===== src/rtl/ra_bist_march_32x32_pkg.sv =====
// Shared definitions for the 32x32 register-array March C- BIST engine:
// element codes, FSM states, status-word bit positions.
package ra_bist_march_32x32_pkg;

  localparam int ADR_W_DEF  = 5;
  localparam int DAT_W_DEF  = 32;
  localparam int FAIL_CNT_W = 8;

  localparam logic [2:0] ELEM_M0 = 3'd0;
  localparam logic [2:0] ELEM_M1 = 3'd1;
  localparam logic [2:0] ELEM_M2 = 3'd2;
  localparam logic [2:0] ELEM_M3 = 3'd3;
  localparam logic [2:0] ELEM_M4 = 3'd4;
  localparam logic [2:0] ELEM_M5 = 3'd5;

  typedef enum logic [3:0] {
    S_IDLE = 4'd0,
    S_M0   = 4'd1,
    S_M1   = 4'd2,
    S_M2   = 4'd3,
    S_M3   = 4'd4,
    S_M4   = 4'd5,
    S_M5   = 4'd6,
    S_CHK  = 4'd7,
    S_DONE = 4'd8
  } state_e;

  localparam logic PH_RD = 1'b0;
  localparam logic PH_WR = 1'b1;

  localparam int ST_ACTIVE   = 0;
  localparam int ST_DONE     = 1;
  localparam int ST_FAIL     = 2;
  localparam int ST_ELEM_LSB = 3;
  localparam int ST_ADR_LSB  = 6;
  localparam int ST_CNT_LSB  = 11;
  localparam int ST_PORT     = 19;

  function automatic logic [2:0] elem_of(state_e s);
    case (s)
      S_M1:    return ELEM_M1;
      S_M2:    return ELEM_M2;
      S_M3:    return ELEM_M3;
      S_M4:    return ELEM_M4;
      S_M5:    return ELEM_M5;
      default: return ELEM_M0;
    endcase
  endfunction

  function automatic logic [31:0] pack_status(
    logic active, logic done, logic fail, logic [2:0] elem,
    logic [4:0] adr, logic [FAIL_CNT_W-1:0] cnt, logic port);
    logic [31:0] s;
    s = '0;
    s[ST_ACTIVE]                  = active;
    s[ST_DONE]                    = done;
    s[ST_FAIL]                    = fail;
    s[ST_ELEM_LSB +: 3]           = elem;
    s[ST_ADR_LSB +: 5]            = adr;
    s[ST_CNT_LSB +: FAIL_CNT_W]   = cnt;
    s[ST_PORT]                    = port;
    return s;
  endfunction

endpackage


===== src/rtl/ra_bist_march_32x32_if.sv =====
// BIST-side port bundle between the March engine (master) and the array mux (slave).
// Handshake: each *_enb is a single-cycle strobe qualifying its address/data in
// that cycle; read data returns exactly one cycle after a read strobe; no back-pressure.
interface ra_bist_march_32x32_if #(
  parameter int ADR_W = 5,
  parameter int DAT_W = 32
);
  logic             bist_rd0_enb;
  logic [ADR_W-1:0] bist_rd0_adr;
  logic             bist_rd1_enb;
  logic [ADR_W-1:0] bist_rd1_adr;
  logic             bist_wr0_enb;
  logic [ADR_W-1:0] bist_wr0_adr;
  logic [DAT_W-1:0] bist_wr0_dat;
  logic [DAT_W-1:0] rd0_dat;
  logic [DAT_W-1:0] rd1_dat;

  modport master (
    output bist_rd0_enb, bist_rd0_adr, bist_rd1_enb, bist_rd1_adr,
    output bist_wr0_enb, bist_wr0_adr, bist_wr0_dat,
    input  rd0_dat, rd1_dat
  );

  modport slave (
    input  bist_rd0_enb, bist_rd0_adr, bist_rd1_enb, bist_rd1_adr,
    input  bist_wr0_enb, bist_wr0_adr, bist_wr0_dat,
    output rd0_dat, rd1_dat
  );
endinterface


===== src/rtl/ra_bist_march_32x32_addr_gen.sv =====
// Up/down address counter for the March engine: load-to-0 / load-to-max,
// and a terminal flag for the current direction (max going up, 0 going down).
module ra_bist_march_32x32_addr_gen #(
  parameter int ADR_W = 5
) (
  input  logic             clk,
  input  logic             reset,
  input  logic             i_load_zero,
  input  logic             i_load_max,
  input  logic             i_inc,
  input  logic             i_dec,
  input  logic             i_down,
  output logic [ADR_W-1:0] o_adr,
  output logic             o_term
);
  logic [ADR_W-1:0] r_adr;

  always_ff @(posedge clk) begin
    if (reset) begin
      r_adr <= '0;
    end else if (i_load_zero) begin
      r_adr <= '0;
    end else if (i_load_max) begin
      r_adr <= '1;
    end else if (i_inc) begin
      r_adr <= r_adr + 1'b1;
    end else if (i_dec) begin
      r_adr <= r_adr - 1'b1;
    end
  end

  assign o_adr  = r_adr;
  assign o_term = i_down ? (r_adr == '0) : (r_adr == '1);
endmodule


===== src/rtl/ra_bist_march_32x32.sv =====
// March C- BIST engine for the 32x32 SDR register array (2R/1W).
// Optional build macro RA_BIST_STOP_ON_FAIL_EN: end the run on the first miscompare.
module ra_bist_march_32x32
  import ra_bist_march_32x32_pkg::*;
#(
  parameter int ADR_W = ADR_W_DEF,
  parameter int DAT_W = DAT_W_DEF
) (
  input  logic                  clk,
  input  logic                  reset,
  input  logic                  i_start,
  input  logic [DAT_W-1:0]      i_bg,
  ra_bist_march_32x32_if.master bist,
  output logic                  o_active,
  output logic                  o_done,
  output logic                  o_fail,
  output logic                  o_passed,
  output logic [2:0]            o_fail_elem,
  output logic [ADR_W-1:0]      o_fail_adr,
  output logic                  o_fail_port,
  output logic [FAIL_CNT_W-1:0] o_fail_cnt,
  output logic [31:0]           o_status,
  output state_e                o_dbg_state
);
  state_e                r_state, w_state_nxt;
  logic                  r_phase, w_phase_nxt;
  logic [DAT_W-1:0]      r_bg;
  logic                  r_cmp_vld;
  logic [ADR_W-1:0]      r_cmp_adr;
  logic [DAT_W-1:0]      r_cmp_exp;
  logic [2:0]            r_cmp_elem;
  logic                  r_fail;
  logic [2:0]            r_fail_elem;
  logic [ADR_W-1:0]      r_fail_adr;
  logic                  r_fail_port;
  logic [FAIL_CNT_W-1:0] r_fail_cnt;

  logic                  w_active, w_start_acc;
  logic                  w_rd_en, w_wr_en;
  logic [DAT_W-1:0]      w_wr_dat, w_exp;
  logic                  w_ld_zero, w_ld_max, w_inc, w_dec, w_down;
  logic [ADR_W-1:0]      w_adr;
  logic                  w_term;
  logic                  w_mis0, w_mis1, w_any_mis;
  logic [1:0]            w_mis_amt;
  logic [FAIL_CNT_W:0]   w_cnt_sum;
  logic                  w_elem_a;

  ra_bist_march_32x32_addr_gen #(.ADR_W(ADR_W)) u_addr_gen (
    .clk         (clk),
    .reset       (reset),
    .i_load_zero (w_ld_zero),
    .i_load_max  (w_ld_max),
    .i_inc       (w_inc),
    .i_dec       (w_dec),
    .i_down      (w_down),
    .o_adr       (w_adr),
    .o_term      (w_term)
  );

  assign w_active    = (r_state != S_IDLE) && (r_state != S_DONE);
  assign w_start_acc = i_start && !w_active;
  // M1/M3 read "0" and write "1"; M2/M4 the reverse
  assign w_elem_a    = (r_state == S_M1) || (r_state == S_M3);

  // Compares are pipelined one cycle behind the read that produced the data.
  assign w_mis0    = w_active && r_cmp_vld && (bist.rd0_dat != r_cmp_exp);
  assign w_mis1    = w_active && r_cmp_vld && (bist.rd1_dat != r_cmp_exp);
  assign w_any_mis = w_mis0 || w_mis1;
  assign w_mis_amt = {1'b0, w_mis0} + {1'b0, w_mis1};
  assign w_cnt_sum = {1'b0, r_fail_cnt} + {{(FAIL_CNT_W-1){1'b0}}, w_mis_amt};

  always_comb begin
    w_state_nxt = r_state;
    w_phase_nxt = r_phase;
    w_rd_en     = 1'b0;
    w_wr_en     = 1'b0;
    w_wr_dat    = '0;
    w_exp       = '0;
    w_ld_zero   = 1'b0;
    w_ld_max    = 1'b0;
    w_inc       = 1'b0;
    w_dec       = 1'b0;
    w_down      = (r_state == S_M3) || (r_state == S_M4);
    case (r_state)
      S_IDLE, S_DONE: begin
        if (i_start) begin
          w_state_nxt = S_M0;
          w_phase_nxt = PH_RD;
          w_ld_zero   = 1'b1;
        end
      end
      S_M0: begin
        w_wr_en  = 1'b1;
        w_wr_dat = r_bg;
        if (w_term) begin
          w_state_nxt = S_M1;
          w_ld_zero   = 1'b1;
        end else begin
          w_inc = 1'b1;
        end
      end
      S_M1, S_M2, S_M3, S_M4: begin
        if (r_phase == PH_RD) begin
          w_rd_en     = 1'b1;
          w_exp       = w_elem_a ? r_bg : ~r_bg;
          w_phase_nxt = PH_WR;
        end else begin
          w_wr_en     = 1'b1;
          w_wr_dat    = w_elem_a ? ~r_bg : r_bg;
          w_phase_nxt = PH_RD;
          if (w_term) begin
            case (r_state)
              S_M1:    begin w_state_nxt = S_M2; w_ld_zero = 1'b1; end
              S_M2:    begin w_state_nxt = S_M3; w_ld_max  = 1'b1; end
              S_M3:    begin w_state_nxt = S_M4; w_ld_max  = 1'b1; end
              default: begin w_state_nxt = S_M5; w_ld_zero = 1'b1; end
            endcase
          end else if (w_down) begin
            w_dec = 1'b1;
          end else begin
            w_inc = 1'b1;
          end
        end
      end
      S_M5: begin
        w_rd_en = 1'b1;
        w_exp   = r_bg;
        if (w_term) begin
          w_state_nxt = S_CHK;
        end else begin
          w_inc = 1'b1;
        end
      end
      S_CHK:   w_state_nxt = S_DONE;
      default: w_state_nxt = S_IDLE;
    endcase
`ifdef RA_BIST_STOP_ON_FAIL_EN
    if (w_any_mis) begin
      w_state_nxt = S_DONE;
    end
`endif
  end

  always_ff @(posedge clk) begin
    if (reset) begin
      r_state     <= S_IDLE;
      r_phase     <= PH_RD;
      r_bg        <= '0;
      r_cmp_vld   <= 1'b0;
      r_cmp_adr   <= '0;
      r_cmp_exp   <= '0;
      r_cmp_elem  <= ELEM_M0;
      r_fail      <= 1'b0;
      r_fail_elem <= '0;
      r_fail_adr  <= '0;
      r_fail_port <= 1'b0;
      r_fail_cnt  <= '0;
    end else begin
      r_state    <= w_state_nxt;
      r_phase    <= w_phase_nxt;
      r_cmp_vld  <= w_rd_en;
      r_cmp_adr  <= w_adr;
      r_cmp_exp  <= w_exp;
      r_cmp_elem <= elem_of(r_state);
      if (w_start_acc) begin
        r_bg        <= i_bg;
        r_fail      <= 1'b0;
        r_fail_elem <= '0;
        r_fail_adr  <= '0;
        r_fail_port <= 1'b0;
        r_fail_cnt  <= '0;
      end else if (w_any_mis) begin
        r_fail_cnt <= w_cnt_sum[FAIL_CNT_W] ? '1 : w_cnt_sum[FAIL_CNT_W-1:0];
        if (!r_fail) begin
          r_fail      <= 1'b1;
          r_fail_elem <= r_cmp_elem;
          r_fail_adr  <= r_cmp_adr;
          r_fail_port <= !w_mis0;
        end
      end
    end
  end

  assign bist.bist_rd0_enb = w_rd_en;
  assign bist.bist_rd0_adr = w_rd_en ? w_adr : '0;
  assign bist.bist_rd1_enb = w_rd_en;
  assign bist.bist_rd1_adr = w_rd_en ? w_adr : '0;
  assign bist.bist_wr0_enb = w_wr_en;
  assign bist.bist_wr0_adr = w_wr_en ? w_adr : '0;
  assign bist.bist_wr0_dat = w_wr_dat;

  assign o_active    = w_active;
  assign o_done      = (r_state == S_DONE);
  assign o_fail      = r_fail;
  assign o_passed    = o_done && !r_fail;
  assign o_fail_elem = r_fail_elem;
  assign o_fail_adr  = r_fail_adr;
  assign o_fail_port = r_fail_port;
  assign o_fail_cnt  = r_fail_cnt;
  assign o_status    = pack_status(w_active, o_done, r_fail, r_fail_elem,
                                   r_fail_adr, r_fail_cnt, r_fail_port);
  assign o_dbg_state = r_state;
endmodule


===== src/flat_wrapper.sv =====
// flat-port wrapper written by rule: the top's interface ports become plain ports
module ra_bist_march_32x32_flat import ra_bist_march_32x32_pkg::*;
#(
  parameter int ADR_W = ADR_W_DEF,
  parameter int DAT_W = DAT_W_DEF
)
  (clk, reset, i_start, i_bg, o_active, o_done, o_fail, o_passed, o_fail_elem, o_fail_adr, o_fail_port, o_fail_cnt, o_status, o_dbg_state, bist_bist_rd0_enb, bist_bist_rd0_adr, bist_bist_rd1_enb, bist_bist_rd1_adr, bist_bist_wr0_enb, bist_bist_wr0_adr, bist_bist_wr0_dat, bist_rd0_dat, bist_rd1_dat);
  ra_bist_march_32x32_if #(.ADR_W(ADR_W), .DAT_W(DAT_W)) bist_i ();
  input  logic clk;
  input  logic reset;
  input  logic i_start;
  input  logic [DAT_W-1:0] i_bg;
  output logic o_active;
  output logic o_done;
  output logic o_fail;
  output logic o_passed;
  output logic [2:0] o_fail_elem;
  output logic [ADR_W-1:0] o_fail_adr;
  output logic o_fail_port;
  output logic [FAIL_CNT_W-1:0] o_fail_cnt;
  output logic [31:0] o_status;
  output state_e o_dbg_state;
  output wire logic [$bits(bist_i.bist_rd0_enb)-1:0] bist_bist_rd0_enb;
  output wire logic [$bits(bist_i.bist_rd0_adr)-1:0] bist_bist_rd0_adr;
  output wire logic [$bits(bist_i.bist_rd1_enb)-1:0] bist_bist_rd1_enb;
  output wire logic [$bits(bist_i.bist_rd1_adr)-1:0] bist_bist_rd1_adr;
  output wire logic [$bits(bist_i.bist_wr0_enb)-1:0] bist_bist_wr0_enb;
  output wire logic [$bits(bist_i.bist_wr0_adr)-1:0] bist_bist_wr0_adr;
  output wire logic [$bits(bist_i.bist_wr0_dat)-1:0] bist_bist_wr0_dat;
  input wire logic [$bits(bist_i.rd0_dat)-1:0] bist_rd0_dat;
  input wire logic [$bits(bist_i.rd1_dat)-1:0] bist_rd1_dat;
  assign bist_bist_rd0_enb = bist_i.bist_rd0_enb;
  assign bist_bist_rd0_adr = bist_i.bist_rd0_adr;
  assign bist_bist_rd1_enb = bist_i.bist_rd1_enb;
  assign bist_bist_rd1_adr = bist_i.bist_rd1_adr;
  assign bist_bist_wr0_enb = bist_i.bist_wr0_enb;
  assign bist_bist_wr0_adr = bist_i.bist_wr0_adr;
  assign bist_bist_wr0_dat = bist_i.bist_wr0_dat;
  assign bist_i.rd0_dat = bist_rd0_dat;
  assign bist_i.rd1_dat = bist_rd1_dat;
  ra_bist_march_32x32 #(.ADR_W(ADR_W), .DAT_W(DAT_W)) u_core (.clk(clk), .reset(reset), .i_start(i_start), .i_bg(i_bg), .bist(bist_i), .o_active(o_active), .o_done(o_done), .o_fail(o_fail), .o_passed(o_passed), .o_fail_elem(o_fail_elem), .o_fail_adr(o_fail_adr), .o_fail_port(o_fail_port), .o_fail_cnt(o_fail_cnt), .o_status(o_status), .o_dbg_state(o_dbg_state));
endmodule

===== config.mk =====
export PLATFORM = sky130hd
export DESIGN_NAME = ra_bist_march_32x32_flat
export DESIGN_NICKNAME = d
export VERILOG_FILES = /design/src/rtl/ra_bist_march_32x32_pkg.sv /design/src/rtl/ra_bist_march_32x32_if.sv /design/src/rtl/ra_bist_march_32x32_addr_gen.sv /design/src/rtl/ra_bist_march_32x32.sv /design/src/flat_wrapper.sv
export SDC_FILE = /design/constraint.sdc
export NUM_CORES = 1
export LEC_CHECK = 0
export CAP_MARGIN = 20
export CELL_PAD_IN_SITES_DETAIL_PLACEMENT = 1
export CELL_PAD_IN_SITES_GLOBAL_PLACEMENT = 1
export CORE_ASPECT_RATIO = 2
export CORE_UTILIZATION = 30
export CTS_CLUSTER_DIAMETER = 150
export CTS_CLUSTER_SIZE = 10
export DETAILED_ROUTE_END_ITERATION = 8
export PLACE_DENSITY = 0.81
export SLEW_MARGIN = 30
export SYNTH_ARGS = -nofsm -noshare
export SYNTH_HDL_FRONTEND = slang
export SYNTH_SLANG_ARGS = --single-unit

===== constraint.sdc =====
create_clock -name clk -period 3.3 [get_ports clk]
set_input_delay 0.66 -clock clk [delete_from_list [all_inputs] [get_ports clk]]
set_output_delay 0.66 -clock clk [all_outputs]
set_load 0.01 [all_outputs]

Word-level counts from Yosys, hierarchy flattened
Index checks and enable logic that the tools add are counted.
{"block": "op_classes", "add_sub_neg": 4, "n_eq_ne": 17, "n_reduce_logical": 26, "bitwise": 2, "muxes": 46}
{"operator": "32-bit 2-to-1 mux", "count": 4}
{"operator": "32-bit one-hot mux with 2 select lines", "count": 2}
{"operator": "32-bit != test", "count": 2}
{"operator": "32-bit inverter", "count": 1}
{"operator": "5-bit 2-to-1 mux", "count": 5}
{"operator": "1-bit 2-to-1 mux", "count": 21}
{"operator": "4-bit 2-to-1 mux", "count": 5}
{"operator": "4-bit one-hot mux with 5 select lines", "count": 1}
{"operator": "4-bit by 3-bit equality test with 1-bit output, second input constant", "count": 4}
{"operator": "3-bit one-hot mux with 5 select lines", "count": 1}
{"operator": "2-bit OR reduction", "count": 5}
{"operator": "8-bit by 2-bit adder with 9-bit output", "count": 1}
{"operator": "3-bit one-hot mux with 3 select lines", "count": 1}
{"operator": "4-bit by 2-bit equality test with 1-bit output, second input constant", "count": 2}
{"operator": "8-bit 2-to-1 mux", "count": 1}
{"operator": "2-bit != test, second input constant", "count": 4}
{"operator": "1-bit one-hot mux with 2 select lines", "count": 4}
{"operator": "1-bit logical AND", "count": 6}
{"operator": "5-bit by 1-bit adder with 5-bit output, second input constant", "count": 1}
{"operator": "5-bit equality test, second input constant", "count": 1}
{"operator": "5-bit logical NOT", "count": 1}
{"operator": "5-bit AND reduction", "count": 1}
{"operator": "5-bit by 1-bit subtractor with 5-bit output, second input constant", "count": 1}
{"operator": "4-bit by 1-bit equality test with 1-bit output, second input constant", "count": 1}
{"operator": "other kinds (14)", "count": 19}
{"block": "totals", "out_inout_bits": 107, "regBits": 101, "in_bits": 99}

Logic depth before layout (Yosys ltp)
{"block": "depth", "word_depth": 9, "ltp_mapped": 12}

Cells and area by module
Synthesis repeated with hierarchy kept, for this count alone.
{"block": "hier_totals", "hier_cells": 685, "area_unflattened_um2": 5529.1}
{"module": "ra_bist_march_32x32", "cells_per_inst": 639, "area_per_inst_um2": 5113.7, "instances": 1, "seq_area_each_um2": 1921.8}
{"module": "ra_bist_march_32x32_addr_gen", "cells_per_inst": 46, "area_per_inst_um2": 415.4, "instances": 1, "seq_area_each_um2": 100.1}

Least setup slack after synthesis
OpenSTA, ideal clock, no wires.
{"block": "synth_path", "path_kind": "input -> register", "start": "input port bist_rd1_dat[18]", "end": "register u_core.r_fail_cnt[7], in the netlist u_core.o_fail_cnt[7]", "stages": 10, "arrival_ns": 2.718, "path_slack_ns": 0.438, "setup_time_ns": 0.143, "path_cell_list": "xor2_1 -> nor4_1 -> nand4_1 -> nor2_1 -> nor2_1 -> fa_1 -> ha_1 -> and3_1 -> a2111oi_0 -> a211oi_1"}
{"block": "synth_via", "elab_chain_cells": 5, "word_cells_on_any_way": 6, "classes_between": "add/sub (2); eq/ne (1); mux (1); reduce/logical (2)"}
{"item": "from (decl)", "line_no": "flat_wrapper.sv:31", "text": "input wire logic [$bits(bist_i.rd1_dat)-1:0] bist_rd1_dat;"}
{"item": "32-bit != test (*)", "line_no": "ra_bist_march_32x32.sv:68", "text": "assign w_mis1 = w_active && r_cmp_vld && (bist.rd1_dat != r_cmp_exp);"}
{"item": "1-bit logical AND (*)", "line_no": "ra_bist_march_32x32.sv:68"}
{"item": "1-bit by 1-bit adder with 2-bit output", "line_no": "ra_bist_march_32x32.sv:70", "text": "assign w_mis_amt = {1'b0, w_mis0} + {1'b0, w_mis1};"}
{"item": "8-bit by 2-bit adder with 9-bit output", "line_no": "ra_bist_march_32x32.sv:71", "text": "assign w_cnt_sum = {1'b0, r_fail_cnt} + {{(FAIL_CNT_W-1){1'b0}}, w_mis_amt};"}
{"item": "8-bit 2-to-1 mux", "line_no": "ra_bist_march_32x32.sv:174", "text": "r_fail_cnt <= w_cnt_sum[FAIL_CNT_W] ? '1 : w_cnt_sum[FAIL_CNT_W-1:0];"}
{"item": "to (signal assigned)", "line_no": "ra_bist_march_32x32.sv:174"}
{"item": "to (decl)", "line_no": "ra_bist_march_32x32.sv:36", "text": "logic [FAIL_CNT_W-1:0] r_fail_cnt;"}
Every way passes the cells marked *; elsewhere a longest branch is shown, timed or not.
A chain may end at the register's enable or synchronous reset.

Worst setup path after layout
{"block": "layout_path", "start": "register u_core.r_state[1], in the netlist u_core.o_dbg_state[1]", "end": "output port bist_bist_wr0_dat[5]"}
{"block": "layout_via", "elab_chain_cells": 5, "word_cells_on_any_way": 10, "classes_between": "eq/ne (5); mux (3); reduce/logical (2)"}
{"item": "from (decl)", "line_no": "ra_bist_march_32x32.sv:25", "text": "state_e r_state, w_state_nxt;"}
{"item": "from (signal assigned)", "line_no": "ra_bist_march_32x32.sv:160", "text": "r_state <= w_state_nxt;"}
{"item": "4-bit by 2-bit equality test with 1-bit output or 4-bit by 3-bit equality test with 1-bit output (tied branches)", "line_no": "ra_bist_march_32x32.sv:64, ra_bist_march_32x32.sv:85"}
{"item": "1-bit logical OR", "line_no": "ra_bist_march_32x32.sv:64", "text": "assign w_elem_a = (r_state == S_M1) || (r_state == S_M3);"}
{"item": "32-bit 2-to-1 mux", "line_no": "ra_bist_march_32x32.sv:110", "text": "w_wr_dat = w_elem_a ? ~r_bg : r_bg;"}
{"item": "32-bit 2-to-1 mux", "line_no": "ra_bist_march_32x32.sv:104", "text": "if (r_phase == PH_RD) begin"}
{"item": "32-bit one-hot mux with 2 select lines (*)", "line_no": "ra_bist_march_32x32.sv:85", "text": "case (r_state)"}
{"item": "to (decl)", "line_no": "flat_wrapper.sv:29", "text": "output wire logic [$bits(bist_i.bist_wr0_dat)-1:0] bist_bist_wr0_dat;"}
Marks and branches as above.

==> metrics <==
vias in the first global route=about 5500; Util after Layout=0.442; actual slew at the worst max-slew pin=640 ps; initial antenna violation count=5; final worst-path cycle share=0.973; final worst slack=89.3 ps; # rows=69; Critical Path RT=2640 ps; sequential element share of the synthesized area=0.374; DR pass1 iterations=4; # port buffers=193; Post-route DRC=0; worst setup path end=bist_bist_wr0_dat[5]; Pleak=3.07 nW; status=complete, no violations; Worst Path Arrival=2550 ps; Setup crit end kind=output port; TritonCTS clock tree=yes; GP Congestion=0.817; max_slew headroom=0.572; total number of vias=5399; clock latency on the worst-skew pair=350 ps; critical path launch point type=flip-flop; largest net degree at the start of global routing=40; Clk pwr share=0.230; worst r2r src=u_core.r_cmp_exp[28]; full die area=18600 µm²; HP Class=reg -> reg; YS warnings=0; Post-synth top flop=dfxtp_1; CTS Buffer Depth=2; GR Overflow Total=0; Pint=2.71 mW; global-route wire length before repair=29.3 mm; final cell count without fillers=1104; min Tclk post-route=~3200 ps; wire per inst=17.6 µm; fin nets=986; Fmax achieved=311 MHz; Global Route Usage Sum=0.201; clock transition at the registers of the reported paths=70 ps; CP startpoint=u_core.o_dbg_state[1]; Slew Viols, Final=0; Final Setup Violations=0; post-route antenna net violation count=0; Worst VDD drop=0.000345 V; CTS Sinks=101; switching share of power=0.385; pwr dens=563 nW/µm²; ys async rst share=0; Psw=1.70 mW; die height=approximately 190 µm; #FFs+latches synth=101; r2r setup slk=430 ps; Critical Path Fanout Max=24; mapped cell area=roughly 5400 µm²; die width=96.9 µm; Fill cells=2123; Core Region=17700 µm²; MaxCap Viol Count=0; placed cell count=1080; CTS Root Cell=clkbuf_16; combinational power share=0.419; Mean Syn Cell Area=about 7.6 µm²; worst reg2reg path depth=12; pre-CTS setup slack=-696 ps; Clock Skews=9.30 ps; crit path kind=reg -> out; RR Endpoint=u_core.o_fail_cnt[7]; hold_buf cts=0; TritonCTS buffer count=9; worst hold-check slack=around 440 ps; EDFF count, synth=0; Area Growth Syn to Fin=44.7%; Reg power frac=0.351; layout cell share with drive strength beyond 1=0.0801; final WL=19.4 mm; Final Hold Vio Count=0; count of cell types in the netlist=46; Syn Inst Count=approximately 700; # IOs=206; vias per cell=4.89; Iteration-0 DRC Markers=218; Starting Density=0.306; post-DP HPWL=roughly 15 mm; H-tree depth=3
[layout make-up]
class | count | area [µm²] | share of cell area
multi-input combinational | 537 | 3060 | 0.391
timing repair buffer | 222 | 2140 | 0.274
sequential | 101 | 2020 | 0.259
tap | 213 | 267 | 0.0341
clock buffer | 12 | 246 | 0.0315
inverter | 10 | 37.5 | 0.00480
clock inverter | 4 | 31.3 | 0.00400
antenna | 5 | 12.5 | 0.00160
[worst min-delay path by stage]
stage	slack, ps	cells past startpoint	from	end
finish	440	2	u_core.r_cmp_adr[2]	u_core.o_fail_adr[2]
floorplan	430	2	u_core.r_cmp_adr[0]	u_core.o_fail_adr[0]
CTS	450	2	u_core.r_cmp_adr[2]	u_core.o_fail_adr[2]
global placement	430	2	u_core.r_cmp_adr[0]	u_core.o_fail_adr[0]
global route	470	2	u_core.r_cmp_adr[4]	u_core.o_fail_adr[4]
detailed placement	440	2	u_core.r_cmp_adr[2]	u_core.o_fail_adr[2]
[cell usage in the layout (no fill, tap or decap), types with 3 or more instances in the layout]
master and instances:
nor2b_1 3, mux2i_1 7, dlymetal6s2s_1 3, buf_4 28
nand2_1 113, nor2_1 87, nand3_1 12, xor2_1 63
diode_2 5, nor4_1 15, or3_1 3, a21o_1 3
ha_1 3, nor4_2 5, and2_1 8, xnor2_1 5
a211oi_1 5, o21ai_0 43, conb_1 12, nand4_1 5
clkbuf_16 9, dfxtp_1 100, inv_1 8, a21oi_1 88
clkdlybuf4s50_1 180, nand2b_1 6, dlygate4sd2_1 9, a31oi_1 6
nor3_1 13
[synth_stat cells (all sizes together), types with 3 or more instances]
master / count / share of area
ha: 4 / 0.0093
nor3: 15 / 0.014
xnor2: 5 / 0.0081
a21o: 3 / 0.0042
a31oi: 6 / 0.0069
xor2: 64 / 0.10
nor2b: 3 / 0.0035
nand3: 12 / 0.011
nor4: 21 / 0.024
buf: 48 / 0.062
a21oi: 88 / 0.081
nand2b: 6 / 0.0069
clkbuf: 31 / 0.022
a211oi: 6 / 0.0093
nand2: 115 / 0.080
nand4: 5 / 0.0058
or3: 4 / 0.0046
mux2i: 7 / 0.013
o21ai: 44 / 0.041
dfxtp: 101 / 0.37
nor2: 90 / 0.062
inv: 9 / 0.0062
and2: 8 / 0.0093
[power groups by stage]
stage,sequential (mW),clock [mW],combinational [mW]
3_3_place_gp,1.56,0,1.79
4_1_cts,1.55,1.03,1.86
3_5_place_dp,1.57,0,1.84
2_1_floorplan,1.50,0,1.17
5_1_grt,1.57,1.08,2.03
6_report,1.55,1.01,1.85
[per-layer routing]
metal  global-route usage  part of all wire  vias up
li1                     -                 -     2678
met1                0.209              0.38     2547
met2                0.376              0.54      130
met3               0.0247             0.027       44
met4                0.131             0.049        0
met5                    0                 0        -
[what timing repair did]
action                     in CTS  in global routing
buffers inserted                3                  1
setup endpoints to repair      25                 14
gates resized for setup        26                 11
hold endpoints to repair        0                  0
pin swaps                      14                  7
[state kept, by name, indices dropped and copies added, names as in the netlist]
name / cells
u_core.r_bg: 32
u_core.o_fail: 1
u_core.r_cmp_vld: 1
u_core.o_fail_port: 1
u_core.o_dbg_state: 4
u_core.r_cmp_exp: 32
u_core.r_cmp_elem: 3
u_core.o_fail_cnt: 8
u_core.o_fail_elem: 3
u_core.u_addr_gen.o_adr: 5
u_core.o_fail_adr: 5
u_core.r_cmp_adr: 5
u_core.r_phase: 1
[cells by family (layout without fill, tap and decap cells)]
| logic type | Yosys count | count (layout) | share of synthesized area |
|---|---|---|---|
| AO/OA/AOI/OAI | 153 | 153 | 0.154 |
| XOR/XNOR | 69 | 69 | 0.112 |
| adder cells (fa/ha/maj) | 7 | 7 | 0.0185 |
| buffers and inverters | 89 | 248 | 0.0905 |
| flip-flops | 101 | 101 | 0.374 |
| multiplexers | 9 | 9 | 0.0178 |
| other | 1 | 17 | 0.000693 |
| AND/OR/NAND/NOR | 287 | 287 | 0.233 |
[per-stage QoR]
stage | setup TNS, ps | power, mW | cell area, µm²
4_1_cts | 0 | 4.44 | 7760
3_3_place_gp | -3920 | 3.36 | 7400
6_report | 0 | 4.41 | 7830
2_1_floorplan | 0 | 2.67 | 5450
5_1_grt | -46.5 | 4.68 | 7830
3_5_place_dp | -5270 | 3.42 | 7400
[worst max-delay path, cell delays in order (launching register included)]
cell,delay [ps]
dfxtp_1,350
buf_4,210
inv_1,80
maj3_1,370
and2_1,190
buf_4,220
nand2_1,90
o21ai_0,160
clkdlybuf4s50_1,520
Note: power is estimated with default switching activity, not from simulation.
